File: src/rtl/fpu_test_harness.sv
// Stimulus/response harness for single-issue FPU units: assembles operands
// from a narrow input stream, issues them, and folds results into a MISR.
module fpu_test_harness #(
    parameter int              DATA_W  = 32,
    parameter int              IN_W    = 16,
    parameter int              NUM_OPS = 2,
    parameter int              MAX_OUT = 8,
    parameter int              TIMEOUT = 1024,
    parameter logic [DATA_W-1:0] POLY  = 32'h04C11DB7,
    parameter int              CNT_W   = 16
) (
    input  logic                      clk,
    input  logic                      rst_n,
    input  logic                      clr,
    input  logic                      in_valid,
    input  logic [IN_W-1:0]           in_data,
    output logic                      in_ready,
    output logic                      dut_valid,
    output logic [NUM_OPS*DATA_W-1:0] dut_ops,
    input  logic                      dut_ready,
    input  logic                      res_valid,
    input  logic [DATA_W-1:0]         res_data,
    output logic [DATA_W-1:0]         signature,
    output logic [CNT_W-1:0]          issue_cnt,
    output logic [CNT_W-1:0]          res_cnt,
    output logic                      err_spurious,
    output logic                      err_timeout,
    output logic [15:0]               led
);

    localparam int CHUNKS = DATA_W / IN_W;
    localparam int CH_W   = (CHUNKS > 1) ? $clog2(CHUNKS) : 1;
    localparam int OP_W   = (NUM_OPS > 1) ? $clog2(NUM_OPS) : 1;
    localparam int OUT_W  = $clog2(MAX_OUT + 1);
    localparam int WD_W   = $clog2(TIMEOUT + 1);

    typedef enum logic {COLLECT, ISSUE} state_e;

    state_e                    state_q, state_d;
    logic [NUM_OPS*DATA_W-1:0] ops_q, ops_d;
    logic [CH_W-1:0]           ch_q, ch_d;
    logic [OP_W-1:0]           op_q, op_d;
    logic [OUT_W-1:0]          out_q, out_d;
    logic [DATA_W-1:0]         sig_q, sig_d;
    logic [CNT_W-1:0]          icnt_q, icnt_d;
    logic [CNT_W-1:0]          rcnt_q, rcnt_d;
    logic [WD_W-1:0]           wd_q, wd_d;
    logic                      esp_q, esp_d;
    logic                      eto_q, eto_d;
    logic                      rdy_q, rdy_d;

    logic              accept, fire, res_ok;
    logic [DATA_W-1:0] cur;

    always_comb begin
        state_d = state_q;
        ops_d   = ops_q;
        ch_d    = ch_q;
        op_d    = op_q;
        out_d   = out_q;
        sig_d   = sig_q;
        icnt_d  = icnt_q;
        rcnt_d  = rcnt_q;
        wd_d    = wd_q;
        esp_d   = esp_q;
        eto_d   = eto_q;
        cur     = ops_q[op_q*DATA_W +: DATA_W];

        accept = in_valid && rdy_q;
        fire   = (state_q == ISSUE) && dut_ready;
        // A result may pair with an issue happening in the same cycle.
        res_ok = res_valid && ((out_q != '0) || fire);

        if (accept) begin
            ops_d[op_q*DATA_W +: DATA_W] = (cur << IN_W) | DATA_W'(in_data);
            if (ch_q == CH_W'(CHUNKS - 1)) begin
                ch_d = '0;
                if (op_q == OP_W'(NUM_OPS - 1)) begin
                    op_d    = '0;
                    state_d = ISSUE;
                end else begin
                    op_d = op_q + OP_W'(1);
                end
            end else begin
                ch_d = ch_q + CH_W'(1);
            end
        end

        if (fire) begin
            state_d = COLLECT;
            icnt_d  = icnt_q + CNT_W'(1);
        end

        if (fire && !res_ok)
            out_d = out_q + OUT_W'(1);
        else if (!fire && res_ok)
            out_d = out_q - OUT_W'(1);

        if (res_ok) begin
            sig_d = {sig_q[DATA_W-2:0], 1'b0}
                  ^ (sig_q[DATA_W-1] ? POLY : '0)
                  ^ res_data;
            rcnt_d = rcnt_q + CNT_W'(1);
        end

        if (res_valid && !res_ok)
            esp_d = 1'b1;

        if (res_valid || (out_q == '0))
            wd_d = '0;
        else if (wd_q != WD_W'(TIMEOUT))
            wd_d = wd_q + WD_W'(1);
        if (wd_d == WD_W'(TIMEOUT))
            eto_d = 1'b1;

        // Clear only touches the observation side, never the datapath.
        if (clr) begin
            sig_d  = '0;
            icnt_d = '0;
            rcnt_d = '0;
            wd_d   = '0;
            esp_d  = 1'b0;
            eto_d  = 1'b0;
        end

        rdy_d = (state_d == COLLECT) && (out_d < OUT_W'(MAX_OUT));
    end

    always_ff @(posedge clk or negedge rst_n) begin
        if (!rst_n) begin
            state_q <= COLLECT;
            ops_q   <= '0;
            ch_q    <= '0;
            op_q    <= '0;
            out_q   <= '0;
            sig_q   <= '0;
            icnt_q  <= '0;
            rcnt_q  <= '0;
            wd_q    <= '0;
            esp_q   <= 1'b0;
            eto_q   <= 1'b0;
            rdy_q   <= 1'b0;
        end else begin
            state_q <= state_d;
            ops_q   <= ops_d;
            ch_q    <= ch_d;
            op_q    <= op_d;
            out_q   <= out_d;
            sig_q   <= sig_d;
            icnt_q  <= icnt_d;
            rcnt_q  <= rcnt_d;
            wd_q    <= wd_d;
            esp_q   <= esp_d;
            eto_q   <= eto_d;
            rdy_q   <= rdy_d;
        end
    end

    assign in_ready     = rdy_q;
    assign dut_valid    = (state_q == ISSUE);
    assign dut_ops      = ops_q;
    assign signature    = sig_q;
    assign issue_cnt    = icnt_q;
    assign res_cnt      = rcnt_q;
    assign err_spurious = esp_q;
    assign err_timeout  = eto_q;
    assign led          = {eto_q, esp_q, ^sig_q, sig_q[12:0]};

endmodule

File: config.mk
export PLATFORM = sky130hd
export DESIGN_NAME = fpu_test_harness
export DESIGN_NICKNAME = d
export VERILOG_FILES = /design/src/rtl/fpu_test_harness.sv
export SDC_FILE = /design/constraint.sdc
export NUM_CORES = 1
export LEC_CHECK = 0
export BUFFER_PORTS_ARGS = -buffer_cell sky130_fd_sc_hd__buf_2
export CAP_MARGIN = 20
export CELL_PAD_IN_SITES_DETAIL_PLACEMENT = 1
export CELL_PAD_IN_SITES_GLOBAL_PLACEMENT = 1
export CORE_MARGIN = 1
export CORE_UTILIZATION = 40
export DETAILED_ROUTE_END_ITERATION = 12
export PLACE_DENSITY = 0.88
export SLEW_MARGIN = 10
export SYNTH_ARGS = -nofsm -noshare
export SYNTH_HDL_FRONTEND = slang
export SYNTH_SLANG_ARGS = --single-unit
File: constraint.sdc
create_clock -name clk -period 2.7 [get_ports clk]
set_input_delay 0.27 -clock clk [delete_from_list [all_inputs] [get_ports clk]]
set_output_delay 0.27 -clock clk [all_outputs]
set_load 0.005 [all_outputs]
; ---- Word-level counts from Yosys, hierarchy flattened
; Index checks and enable logic that the tools add are counted.
[totals]
regBits = 149
input_bits = 54
[classes]
add_sub_neg = 8
n_lt_le_gt_ge = 1
n_eq_ne = 2
shift = 3
muxes = 23
bitwise_logic = 4
reduce_logical = 19
[op_table]
columns = operator, n
row1 = 64-bit bitwise mux, 1
row2 = 16-bit two-way mux, 4
row3 = 32-bit two-way mux, 2
row4 = 32-bit by 34-bit variable shift with 64-bit output (first input constant), 1
row5 = 32-bit by 34-bit indexed part select with 64-bit output, 1
row6 = 64-bit by 7-bit indexed part select with 16-bit output, 1
row7 = 6-bit negator with 34-bit output, 1
row8 = 11-bit two-way mux, 3
row9 = 16-bit by 1-bit adder with 16-bit output (second input constant), 2
row10 = 32-bit by 16-bit OR with 32-bit output, 1
row11 = 32-bit XOR reduction, 1
row12 = 32-bit by 27-bit XOR with 32-bit output, 1
row13 = 32-bit XOR, 1
row14 = 27-bit two-way mux, 1
row15 = 11-bit by 1-bit adder with 11-bit output (second input constant), 1
row16 = 11-bit == test (second input constant), 1
row17 = 11-bit != test (second input constant), 1
row18 = 1-bit two-way mux, 10
row19 = 4-bit two-way mux, 2
row20 = 2-bit nonzero test, 4
row21 = 1-bit logical AND, 7
row22 = 4-bit by 1-bit adder with 4-bit output (second input constant), 1
row23 = 4-bit logical NOT, 1
row24 = 4-bit < comparator (second input constant), 1
row25 = 7 further kinds, 10

; ---- Depth between registers and ports, before layout
; Gate-level depths: netlist of the first run.
[logic_depth]
word_depth = 8
depth_mapped = 8
depth_no_buf = 7

; ---- Worst setup path after synthesis of the first run
; No wires, ideal clock.
[synth_path]
path_kind = register to register
start = register wd_q[0]
end = register eto_q, in the netlist err_timeout
t_arrival_ns = 1.830
required_time_ns = 2.599
slack_ns = 0.769
stages_incl_launch_ff = 8
n_path_buf = 0
period_less_slack_ns = 1.931
cell_sequence = dfrtp_1 inv_1 ha_1 nor4b_2 nand4b_2 a211o_1 a211o_1 o32ai_1
[synth_via]
elab_chain_len = 5
[synth_rtl]
columns = item, line_no
row1 = start: declaration, 47  ; logic [WD_W-1:0] wd_q, wd_d;
row2 = start signal: assignment, 152  ; wd_q <= wd_d;
row3 = 11-bit by 1-bit adder with 11-bit output / 11-bit != test (equally long branches), "112, 111"
row4 = 11-bit two-way mux *, 111  ; else if (wd_q != WD_W'(TIMEOUT))
row5 = 11-bit two-way mux *, 109  ; if (res_valid || (out_q == '0))
row6 = 11-bit == test *, 113  ; if (wd_d == WD_W'(TIMEOUT))
row7 = 2-bit nonzero test (no source line) *, --
row8 = end signal: assignment, 154  ; eto_q <= eto_d;
row9 = end: declaration, 49  ; logic eto_q, eto_d;
; Mark *: on every way between the ends. The rest lies on a longest branch, timed or not.
; A chain may end at the register's enable or synchronous reset.

; ---- Worst setup path after layout of the first run
[layout_path]
start = register out_q[1]
end = register eto_q, in the netlist err_timeout
[layout_via]
elab_chain_len = 5
[layout_rtl]
columns = item, line_no
row1 = start: declaration, 43  ; logic [OUT_W-1:0] out_q, out_d;
row2 = start signal: assignment, 148  ; out_q <= out_d;
row3 = 4-bit logical NOT, 109
row4 = 1-bit logical OR, 109
row5 = 11-bit two-way mux, 109
row6 = 11-bit == test, 113
row7 = 2-bit nonzero test (no source line), --
; No other way between the ends.

==> results.md, run 1 <==
- Outcome: completed
- Post-Synth XOR/XNOR Area: 0.144
- Largest net degree at the start of global routing: 78
- Max-slew violations: 0
- Crit path launch type: flip-flop
- Clk_skew: 0.00962 ns
- Overall Global Routing Usage: 0.209
- Mux contribution to synthesized area: 0.102
- CP Class: reg2reg
- CTS root buffer: clkbuf_16
- TritonCTS Buffers: 17
- Seq/Total Area, Yosys: 0.529
- WP data required: 3.01 ns
- Syn_area_per_cell: 11.4 µm²
- Routability cong.: 0.834
- Maxcap violations: 0
- Top FF cell, synth: dfrtp_1
- Wire length per cell: 17.1 µm
- Largest stage delay on the critical path: 0.47 ns
- Routed vias: 5270
- Reg clk slew, reported paths: about 0.07 ns
- Post-synthesis compound-gate area fraction: 0.0631
- Peak VDD IR: around 0.54 mV
- DRT antenna net count: 0
- Adder-Cell Fraction of Synth Area: 0.0107
- Initial Util: 0.409
- Crit path time final: 2.33 ns
- Hold Violations, Final: 0
- DRC: 0
- RSZ-0062 raised after global routing: false
- Area of the core: ~17000 µm²
- Worst EP arrival: approximately 2.6 ns
- Asr flop ratio synth: 1.00
- Cells after synthesis: 620
- PortBufs: 201
- Share of layout cells above drive strength 1: 0.379
- Fillers: slightly below 2000
- Clk_lat worst skew: 0.42 ns
- Final core utilization: 0.512
- Slowest CP cell: nor3b_2
- Global-route wire length before repair: 29700 µm
- Post-Place Setup Slack: 0.442 ns
- First drt pass iteration count: 4
- Placed Area: 8200 µm²
- Vias per cell: roughly 5
- Crit-path most repeated cell: a211o_1
- Max Fclk: ~430 MHz
- Hold Path Class: in2reg
- Cts hold-fix bufs: 1
- Number of synthesized flops with an enable pin: 0
- # diodes: 0
- H-tree levels: 4
- Finished layout cell area: 8820 µm²
- Mapped Area: slightly above 7000 µm²
- Ys Warns: 0
- Post-route setup TNS: 0 ns
- Resized cells post-CTS: 0
- Die area: 18100 µm²
- Power per standard cell area: 1000 nW/µm²
- Distinct cell type count after synthesis: 43
- Crit-path max FO: 6
- CTS Sinks: 149
- Area growth from synthesis to layout: 25.3%
- Synth Register Bits: 149
- Final #Nets: 864
- Largest family of logic cells by synthesized area: XOR/XNOR gates
- Top Ports: 202
- Slew @ Worst Pin: 0.800 ns
- CTS Buffer Depth: 2
- Row count: 48
- Initial antenna violation count: 0
- # Post-CTS Setup Buffers: 0
- Initial DRC count: approximately 170
- Die width: ~130 µm
- Total grt overflow: 0
- Vias in the first global route: around 5600
- Static Leak: 0.00417 µW
- Normalized max-slew margin: 0.467
- DIE HEIGHT: 135 µm
- CP Cell Sequence: inv_1, ha_1, nor3b_2, nor2_1, a211o_1, a211o_1, o32ai_1
- Total wire length: 17900 µm
- Post-DP HPWL: 12700 µm
- Synthesized net count: 680
- TritonCTS clock tree: done
- Simple-Gate Fraction of Synth Area: 0.114
- Tcrit/Tclk final: 0.863
- Setup crit end kind: flip-flop
- Final setup vio count: 0
- Setup ws final: 0.371 ns
[cell families (layout without fill, tap and decap cells)]
kind of cell / count (synthesis) / after routing
xor gates and xnor gates: 116 / 116
DFF: 149 / 149
adders and majority gates: 6 / 6
buffers and inverters: 51 / 248
AOI/OAI and AO/OA: 67 / 67
muxes: 64 / 64
and+or+nand+nor: 167 / 167
[report_power, final]
part           internal, µW  switching (µW)
Sequential             2900             546
Combinational          1600            1360
Clock                  1410            1050
Total                  5900            2960
[Yosys cell counts, types with 4 or more instances]
| cell | instances | area share |
|---|---|---|
| a211oi_1 | 19 | 0.020 |
| xor2_1 | 37 | 0.046 |
| inv_1 | 6 | 0.0032 |
| xnor2_1 | 79 | 0.098 |
| mux2_2 | 61 | 0.098 |
| dfrtp_1 | 149 | 0.53 |
| buf_4 | 15 | 0.016 |
| and3_1 | 7 | 0.0062 |
| nand4_1 | 9 | 0.0080 |
| buf_2 | 5 | 0.0036 |
| nand3_1 | 13 | 0.0092 |
| o21ai_0 | 6 | 0.0043 |
| nand2_1 | 45 | 0.024 |
| and4_1 | 6 | 0.0075 |
| clkbuf_1 | 18 | 0.0096 |
| a21oi_1 | 21 | 0.015 |
| o2111ai_1 | 4 | 0.0050 |
| or3_1 | 4 | 0.0036 |
| and2_1 | 5 | 0.0044 |
| ha_1 | 6 | 0.011 |
| buf_1 | 7 | 0.0037 |
| nor2_1 | 65 | 0.035 |
[cell type report]
type | count | area [µm²] | share of cell area
Clock inverter | 15 | 185 | 0.0210
Inverter | 6 | 22.5 | 0.00255
Multi-Input combinational cell | 420 | 3070 | 0.348
Tap cell | 225 | 282 | 0.0319
Timing Repair Buffer | 210 | 1110 | 0.126
Sequential cell | 149 | 3730 | 0.423
Clock buffer | 17 | 425 | 0.0482
[per-layer routing]
| layer | part of all wire | wire (µm) | GRT usage |
|---|---|---|---|
| met5 | 0 | 0 | 0 |
| met4 | 0.015 | 270 | 0.0680 |
| met3 | 0.052 | 935 | 0.0578 |
| met2 | 0.52 | 9330 | 0.362 |
| met1 | 0.41 | 7330 | 0.249 |
[worst max-delay path, delay by kind of cell (launching register included)]
family                     cells  cell delay (ns)
adders and majority gates      1             0.18
buffers and inverters          1             0.10
and+or+nand+nor                2             0.61
DFF                            1             0.44
AOI/OAI and AO/OA              3             0.90
[metrics by stage]
step                power (µW)  std cells  hold WS [ns]
finish                    8860       1042        0.0917
global route              9400       1042        0.0769
detailed placement        6460       1009         0.233
floorplan                 5180        620       -0.0256
global placement          6290       1009         0.231
CTS                       8990       1042        0.0723
[worst paths after layout]
path                        startpoint           to  slack (ns)  depth (start not counted)
setup / recovery              out_q[1]  err_timeout        0.37                          7
hold / removal              in_data[6]  dut_ops[38]        0.09                          2
setup reg to reg              out_q[1]  err_timeout        0.37                          7
hold reg to reg            dut_ops[16]  dut_ops[16]        0.49                          1
max in group asynchronous        rst_n  dut_ops[54]        1.58                          3
min in group asynchronous        rst_n  res_cnt[15]        0.36                          2
[cell usage in the layout, fill, tap and decap left out, types with 3 or more instances in the layout]
| cell | Yosys | final |
|---|---|---|
| and2_1 | 5 | 5 |
| nor2_1 | 65 | 65 |
| a21oi_1 | 21 | 21 |
| o211ai_1 | 3 | 3 |
| mux2_2 | 61 | 61 |
| clkinv_4 | 0 | 3 |
| mux2_1 | 3 | 3 |
| buf_2 | 5 | 200 |
| inv_1 | 6 | 6 |
| nand2_1 | 45 | 45 |
| ha_1 | 6 | 6 |
| dfrtp_1 | 149 | 149 |
| nand3_1 | 13 | 13 |
| or3_1 | 4 | 4 |
| nor3_1 | 3 | 3 |
| and4_1 | 6 | 6 |
| inv_8 | 0 | 5 |
| clkbuf_16 | 0 | 17 |
| o21ai_0 | 6 | 6 |
| buf_4 | 15 | 6 |
| nand4_1 | 9 | 9 |
| xor2_1 | 37 | 37 |
| xnor2_1 | 79 | 79 |
| a211oi_1 | 19 | 19 |
| o2111ai_1 | 4 | 4 |
| a31oi_1 | 3 | 3 |
| inv_6 | 0 | 4 |
| and3_1 | 7 | 7 |
[state kept, by name, indices dropped and copies added (netlist names), 4 cells and up]
signal and flops:
dut_ops 64, signature 32, wd_q 11, out_q 4, res_cnt 16, issue_cnt 16
(Power assumes the default switching activity.)
==> run 2, diff against run 1 <==
Settings changed: GPL_ROUTABILITY_DRIVEN from default to 0, PLACE_DENSITY 0.88 to 0.79.
==> results.md, run 2 (synthesis gave the netlist of run 1 again) <==
- Resized cells post-CTS: 0 (unchanged)
- Crit path time final: 2.28 ns (-0.0516 ns)
- Cts hold-fix bufs: 1 (unchanged)
- Post-DP HPWL: 12700 µm (+0.39%)
- Total grt overflow: 0 (unchanged)
- CTS Buffer Depth: 2 (unchanged)
- CP Class: reg2reg
- Die area: 18100 µm² (unchanged)
- Hold Violations, Final: 0 (unchanged)
- Share of layout cells above drive strength 1: 0.379 (unchanged)
- Tcrit/Tclk final: 0.844 (-0.0191)
- TritonCTS clock tree: done
- Slew @ Worst Pin: 0.833 ns (+0.0329 ns)
- Worst EP arrival: 2.59 ns (-0.05 ns)
- Initial antenna violation count: 0 (unchanged)
- Outcome: completed
- Top Ports: 202 (unchanged)
- Row count: 48 (unchanged)
- Overall Global Routing Usage: 0.207 (-0.00207)
- R2R Setup Slk: 0.42 ns (+0.05 ns)
- Final setup vio count: 0 (unchanged)
- Final #Nets: 864 (unchanged)
- Max-slew violations: 0 (unchanged)
- Storage cell area: 3730 µm² (unchanged)
- Post-Place Setup Slack: 0.487 ns (+0.0447 ns)
- Area growth from synthesis to layout: 25.2% (about the same)
- Fillers: 1912 (-0.73%)
- Setup crit end kind: flip-flop
- Total wire length: 18300 µm (+2.6%)
- Peak VDD IR: 0.551 mV (+2.8%)
- Crit path launch type: flip-flop
- Static Leak: 0.00417 µW (-0.17%)
- H-tree levels: 4 (unchanged)
- PortBufs: 201 (unchanged)
- First drt pass iteration count: 4 (unchanged)
- Power per standard cell area: 1000 nW/µm² (about the same)
- Area of the multi-input gates: 3070 µm² (unchanged)
- Hold Path Class: in2reg
- CTS Sinks: 149 (unchanged)
- TritonCTS Buffers: 17 (unchanged)
- Maxcap violations: 0 (unchanged)
- # diodes: 0 (unchanged)
- DRC: 0 (unchanged)
- DIE HEIGHT: 135 µm (unchanged)
- Routed vias: 5294 (+0.46%)
- Post-route setup TNS: 0 ns (unchanged)
- Clk_lat worst skew: 0.43 ns (about the same)
- Max FFs per register: 64 (unchanged)
- WP data required: 3.01 ns (about the same)
- Global-route wire length before repair: 29000 µm (-2.5%)
- CTS root buffer: clkbuf_16
- Area of the core: 17200 µm² (unchanged)
- Initial Util: 0.409 (unchanged)
- DRT antenna net count: 0 (unchanged)
- Overall Power: 8850 µW (-0.10%)
- Max Fclk: 439 MHz (+2.3%)
- Most frequent cells in the layout: buf_2, dfrtp_1, xnor2_1, nor2_1, mux2_2
- Reg clk slew, reported paths: 0.07 ns (about the same)
- Largest net degree at the start of global routing: 70 (-10%)
- RSZ-0062 raised after global routing: false
- Vias per cell: 5.08 (+0.46%)
- Initial DRC count: 177 (+2.3%)
- Clk_skew: 0.0106 ns (+0.000937 ns)
- Crit-path max FO: 36 (+30)
- # Post-CTS Setup Buffers: 0 (unchanged)
- Die width: 135 µm (unchanged)
- Wire length per cell: 17.6 µm (+2.6%)
- Vias in the first global route: 5397 (-4.3%)
- Commonest non-fill, non-tap cell in the layout: buf_2
- Setup ws final: 0.422 ns (+0.0516 ns)
- Normalized max-slew margin: 0.445 (-0.0219)
[run 2: worst max-delay path, cell delays in order, from the launching register on]
cell	delay, ns
dfrtp_1	0.44
inv_1	0.08
ha_1	0.20
nor3b_2	0.21
a21boi_4	0.31
buf_12	0.25
buf_4	0.29
nor2_1	0.06
a211oi_1	0.28
[run 2: cell type report]
class                      instances  share of cell area
inverter                           6             0.00255
clock inverter                    15              0.0207
timing repair buffer             210               0.126
tap                              225              0.0319
sequential                       149               0.423
multi-input combinational        420               0.348
clock buffer                      17              0.0482
[run 2: path summary, 6_finish.rpt]
check	to	start	cells after the start
worst max-delay path	signature[25]	out_q[1]	8
worst min register to register	dut_ops[49]	dut_ops[49]	1
max in group asynchronous	signature[17]	rst_n	3
min in group asynchronous	dut_ops[16]	rst_n	2
worst max register to register	signature[25]	out_q[1]	8
worst min-delay path	dut_ops[8]	in_data[8]	2
[run 2: metal layers]
layer,global-route usage,vias to the layer above,part of all wire
met5,0,-,0
met4,0.0868,0,0.026
met3,0.0477,28,0.034
met2,0.351,114,0.52
met1,0.252,2681,0.42
li1,-,2471,-
[run 2: where the power goes]
part,switching [µW],total [µW],internal (µW)
Clock,1060,2470,1410
Combinational,1350,2940,1600
Sequential,543,3440,2900
[run 2: metrics by stage]
stage          instances  utilization  hold WS [ns]  instance area [µm²]
2_1_floorplan        620            -       -0.0256                 7040
3_3_place_gp        1009        0.476         0.337                 8200
3_5_place_dp        1009        0.476         0.337                 8200
4_1_cts             1042        0.512        0.0660                 8820
5_1_grt             1042        0.512        0.0681                 8820
6_report            1042        0.512        0.0835                 8820
==> run 3, diff against run 2 <==
Settings changed: ABC_AREA from default to 1, CORE_UTILIZATION 40 to 35, PLACE_DENSITY 0.79 to 0.76.
Clock period 2.7 ns to 1.86 ns, I/O delays scaled along.
==> results.md, run 3 <==
- Area growth from synthesis to layout: 34.6%
- Hold Path Class: in2reg
- Crit-path most repeated cell: nand2_1
- Crit-path leading delay family: XOR/XNOR gates
- Gate power share: 0.364 (+0.032)
- Wire length per cell: 16.3 µm (-7.2%)
- Fillers: 2432 (+27%)
- Commonest non-fill, non-tap cell in the layout: buf_2
- Synth Register Bits: 149 (unchanged)
- Initial antenna violation count: 2 (+2)
- R2R Setup Slk: 0.04 ns (-0.38 ns)
- Crit-path max FO: 3 (-92%)
- Max FFs per register: 64 (unchanged)
- Register share of total power: 0.369 (-0.020)
- Slew @ Worst Pin: 0.464 ns (-0.369 ns)
- Synthesized net count: 881 (+30%)
- Sw Pwr: 4950 µW (+68%)
- Power per standard cell area: 1320 nW/µm² (+32%)
- H-tree levels: 4 (unchanged)
- Post-DP HPWL: 14800 µm (+16%)
- Static Leak: 0.00506 µW (+21%)
- Net Sw Frac: 0.378 (+0.0444)
- CTS Sinks: 149 (unchanged)
- Finished layout cell area: 9900 µm² (+12%)
- Number of synthesized flops with an enable pin: 0 (unchanged)
- Initial Util: 0.360 (-0.0484)
- Overall Power: 13100 µW (+48%)
- Asr flop ratio synth: 1.00 (unchanged)
- Die area: 21600 µm² (+19%)
- TritonCTS Buffers: 17 (unchanged)
- Area of the core: 20400 µm² (+19%)
- Total wire length: 21800 µm (+19%)
- Max Fclk: between 400 and 500 MHz
- Ys Warns: 0 (unchanged)
- Tcrit/Tclk final: 1.18
- Share of layout cells above drive strength 1: 0.373 (-0.00608)
- First drt pass iteration count: 4 (unchanged)
- CTS Buffer Depth: 2 (unchanged)
- Outcome: complete, but fails checks
- Distinct cell type count after synthesis: 41 (-4.7%)
- Most frequent cells in the layout: buf_2, nand2_1, dfrtp_1, inv_1, o21ai_0
- RSZ-0062 raised after global routing: true
- Maxcap violations: 0 (unchanged)
- Worst EP arrival: 2.01 ns (-0.58 ns)
- Largest stage delay on the critical path: 0.44 ns (about the same)
- Int Power: 8150 µW (+38%)
- Max-slew violations: 0 (unchanged)
- WP data required: 1.67 ns (-1.34 ns)
- Vias in the first global route: 6633 (+23%)
- Final setup vio count: 1 (+1)
- CP Cell Sequence: xnor2_2, xor2_1, nand2_1, nand2_2, inv_2, nand2_1, nand2_2, nand2_1, nand2_1, buf_2
- Mapped Area: 7360 µm² (+4.5%)
- DRC: 0 (unchanged)
- Peak VDD IR: 0.654 mV (+19%)
- DRT antenna net count: 0 (unchanged)
- Setup ws final: -0.333 ns (-0.755 ns)
- Part of the power in the clock network: 0.267 (-0.012)
- CTS root buffer: clkbuf_16
- Failing checks: negative setup slack
- Slowest CP cell: dfrtp_2
- Area share of the largest cell type after synthesis: 0.507 (-0.0228)
- Top FF cell, synth: dfrtp_1
- Normalized max-slew margin: 0.690 (+0.246)
- Reg clk slew, reported paths: 0.08 ns (about the same)
- Count leader, synth: nand2_1
- Top Ports: 202 (unchanged)
- Placed Area: 8710 µm² (+6.2%)
- Overall Global Routing Usage: 0.198 (-0.00883)
- Largest net degree at the start of global routing: 48 (-31%)
- Syn_area_per_cell: 8.96 µm² (-21%)
- Global-route wire length before repair: 34100 µm (+18%)
- Clk_skew: 0.00822 ns (-0.00234 ns)
- Crit path time final: between 2 and 2.5 ns
- Top cells by area, synth: dfrtp_1, nand2_1, xnor2_1, o21ai_0, xor2_1
- CP Class: reg2out
- Seq/Total Area, Yosys: 0.507 (-0.0228)
- TritonCTS clock tree: done
- Commonest cells post-synth: nand2_1, dfrtp_1, o21ai_0, inv_1, nor2_1
- Initial DRC count: 147 (-17%)
- Cells after synthesis: 821 (+32%)
- Row count: 52 (+8.3%)
- Routed vias: 6398 (+21%)
- Crit path buf inv count: 2 (-1)
- DIE HEIGHT: 147 µm (+9.1%)
- PortBufs: 201 (unchanged)
- Final #Nets: 1113 (+29%)
- Hold Violations, Final: 0 (unchanged)
- Cell taking the most area after synthesis: dfrtp_1
- Clk_lat worst skew: 0.43 ns (about the same)
- Setup crit end kind: output pin
- Total grt overflow: 0 (unchanged)
- Vias per cell: 4.79 (-5.8%)
- Die width: 147 µm (+9.1%)
- Crit path launch type: flip-flop
==> run 3: cell count changes in the layout (fill, tap and decap cells not counted), sizes merged, moves of 26 or more <==
| cell | change |
|---|---|
| buf | +41 |
| inv | +65 |
| mux2 | -47 |
| nand2 | +161 |
| nand3 | +26 |
| o21ai | +75 |
| xnor2 | -26 |
==> run 3: layout make-up <==
class,count,area [µm²],area share
Timing Repair Buffer,254,1550,0.157
Tap cell,270,338,0.0341
Inverter,72,285,0.0288
Clock inverter,15,171,0.0173
Multi-Input combinational cell,559,3380,0.341
Sequential cell,149,3750,0.379
Clock buffer,17,425,0.0430
Antenna cell,1,2.50,0.000253
==> run 3: routing by layer <==
| metal | vias up | GRT usage | part of all wire |
|---|---|---|---|
| met1 | 3168 | 0.243 | 0.42 |
| met3 | 16 | 0.0537 | 0.056 |
| met4 | 0 | 0.0552 | 0.010 |
| met2 | 140 | 0.341 | 0.51 |
| met5 | - | 0 | 0 |
| li1 | 3074 | - | - |
==> run 3: worst register-to-register path, cell delays in order (launching register included) <==
cell and delay [ns]:
dfrtp_1 0.44, inv_2 0.11, ha_4 0.15, inv_4 0.04, nor2_4 0.10, nand3_2 0.09
nand2_4 0.14, clkinv_8 0.09, nor2_4 0.13, buf_12 0.14, clkbuf_16 0.16, nand2_1 0.05
o21ai_0 0.09
==> run 3: timing repair <==
action                                  4_1_cts  5_1_grt
endpoints found under the setup margin        1       46
endpoints found under the hold margin        41        0
setup buffers                                11       16
gates cloned                                  0        3
hold buffers                                  2        0
resized for setup                            33       64
pin swaps                                    24       27
==> run 3: power by group through the flow <==
stage	logic, µW	clock network (µW)	registers [µW]
floorplan	2340	0	4840
global placement	3910	0	4840
detailed placement	4090	0	4870
CTS	4340	3570	4840
global route	5340	3690	4970
finish	4780	3500	4830
==> run 3: final timing paths <==
check,from,to,cells past startpoint
min reg2reg,dut_ops[52],dut_ops[52],2
min,in_data[7],dut_ops[7],3
max,signature[9],led[13],10
max in group asynchronous,rst_n,dut_valid,3
max reg2reg,out_q[0],signature[9],12
min in group asynchronous,rst_n,dut_ops[2],2
==> run 3: cells by family (layout without fill, tap and decap cells) <==
| group | count (synthesis) | after routing | synth area share |
|---|---|---|---|
| xor gates and xnor gates | 86 | 86 | 0.102 |
| other | 0 | 1 | 0 |
| and+or+nand+nor | 335 | 335 | 0.202 |
| buffers and inverters | 113 | 358 | 0.0692 |
| DFF | 149 | 149 | 0.507 |
| AOI/OAI and AO/OA | 114 | 114 | 0.0825 |
| adders and majority gates | 6 | 6 | 0.0102 |
| muxes | 18 | 18 | 0.0274 |
==> run 3: through the flow <==
step                      std cells  setup TNS, ns   util  setup slack [ns]  hold WS, ns
final                          1337         -0.333  0.485            -0.333       0.0202
after global routing           1337          -1.25  0.485            -0.475       0.0275
after CTS                      1317         -0.197  0.466            -0.197      0.00573
after detailed placement       1272              0  0.426            0.0719        0.153
after global placement         1272              0  0.426             0.169        0.158
after floorplan                 821              0      -             0.286       -0.110
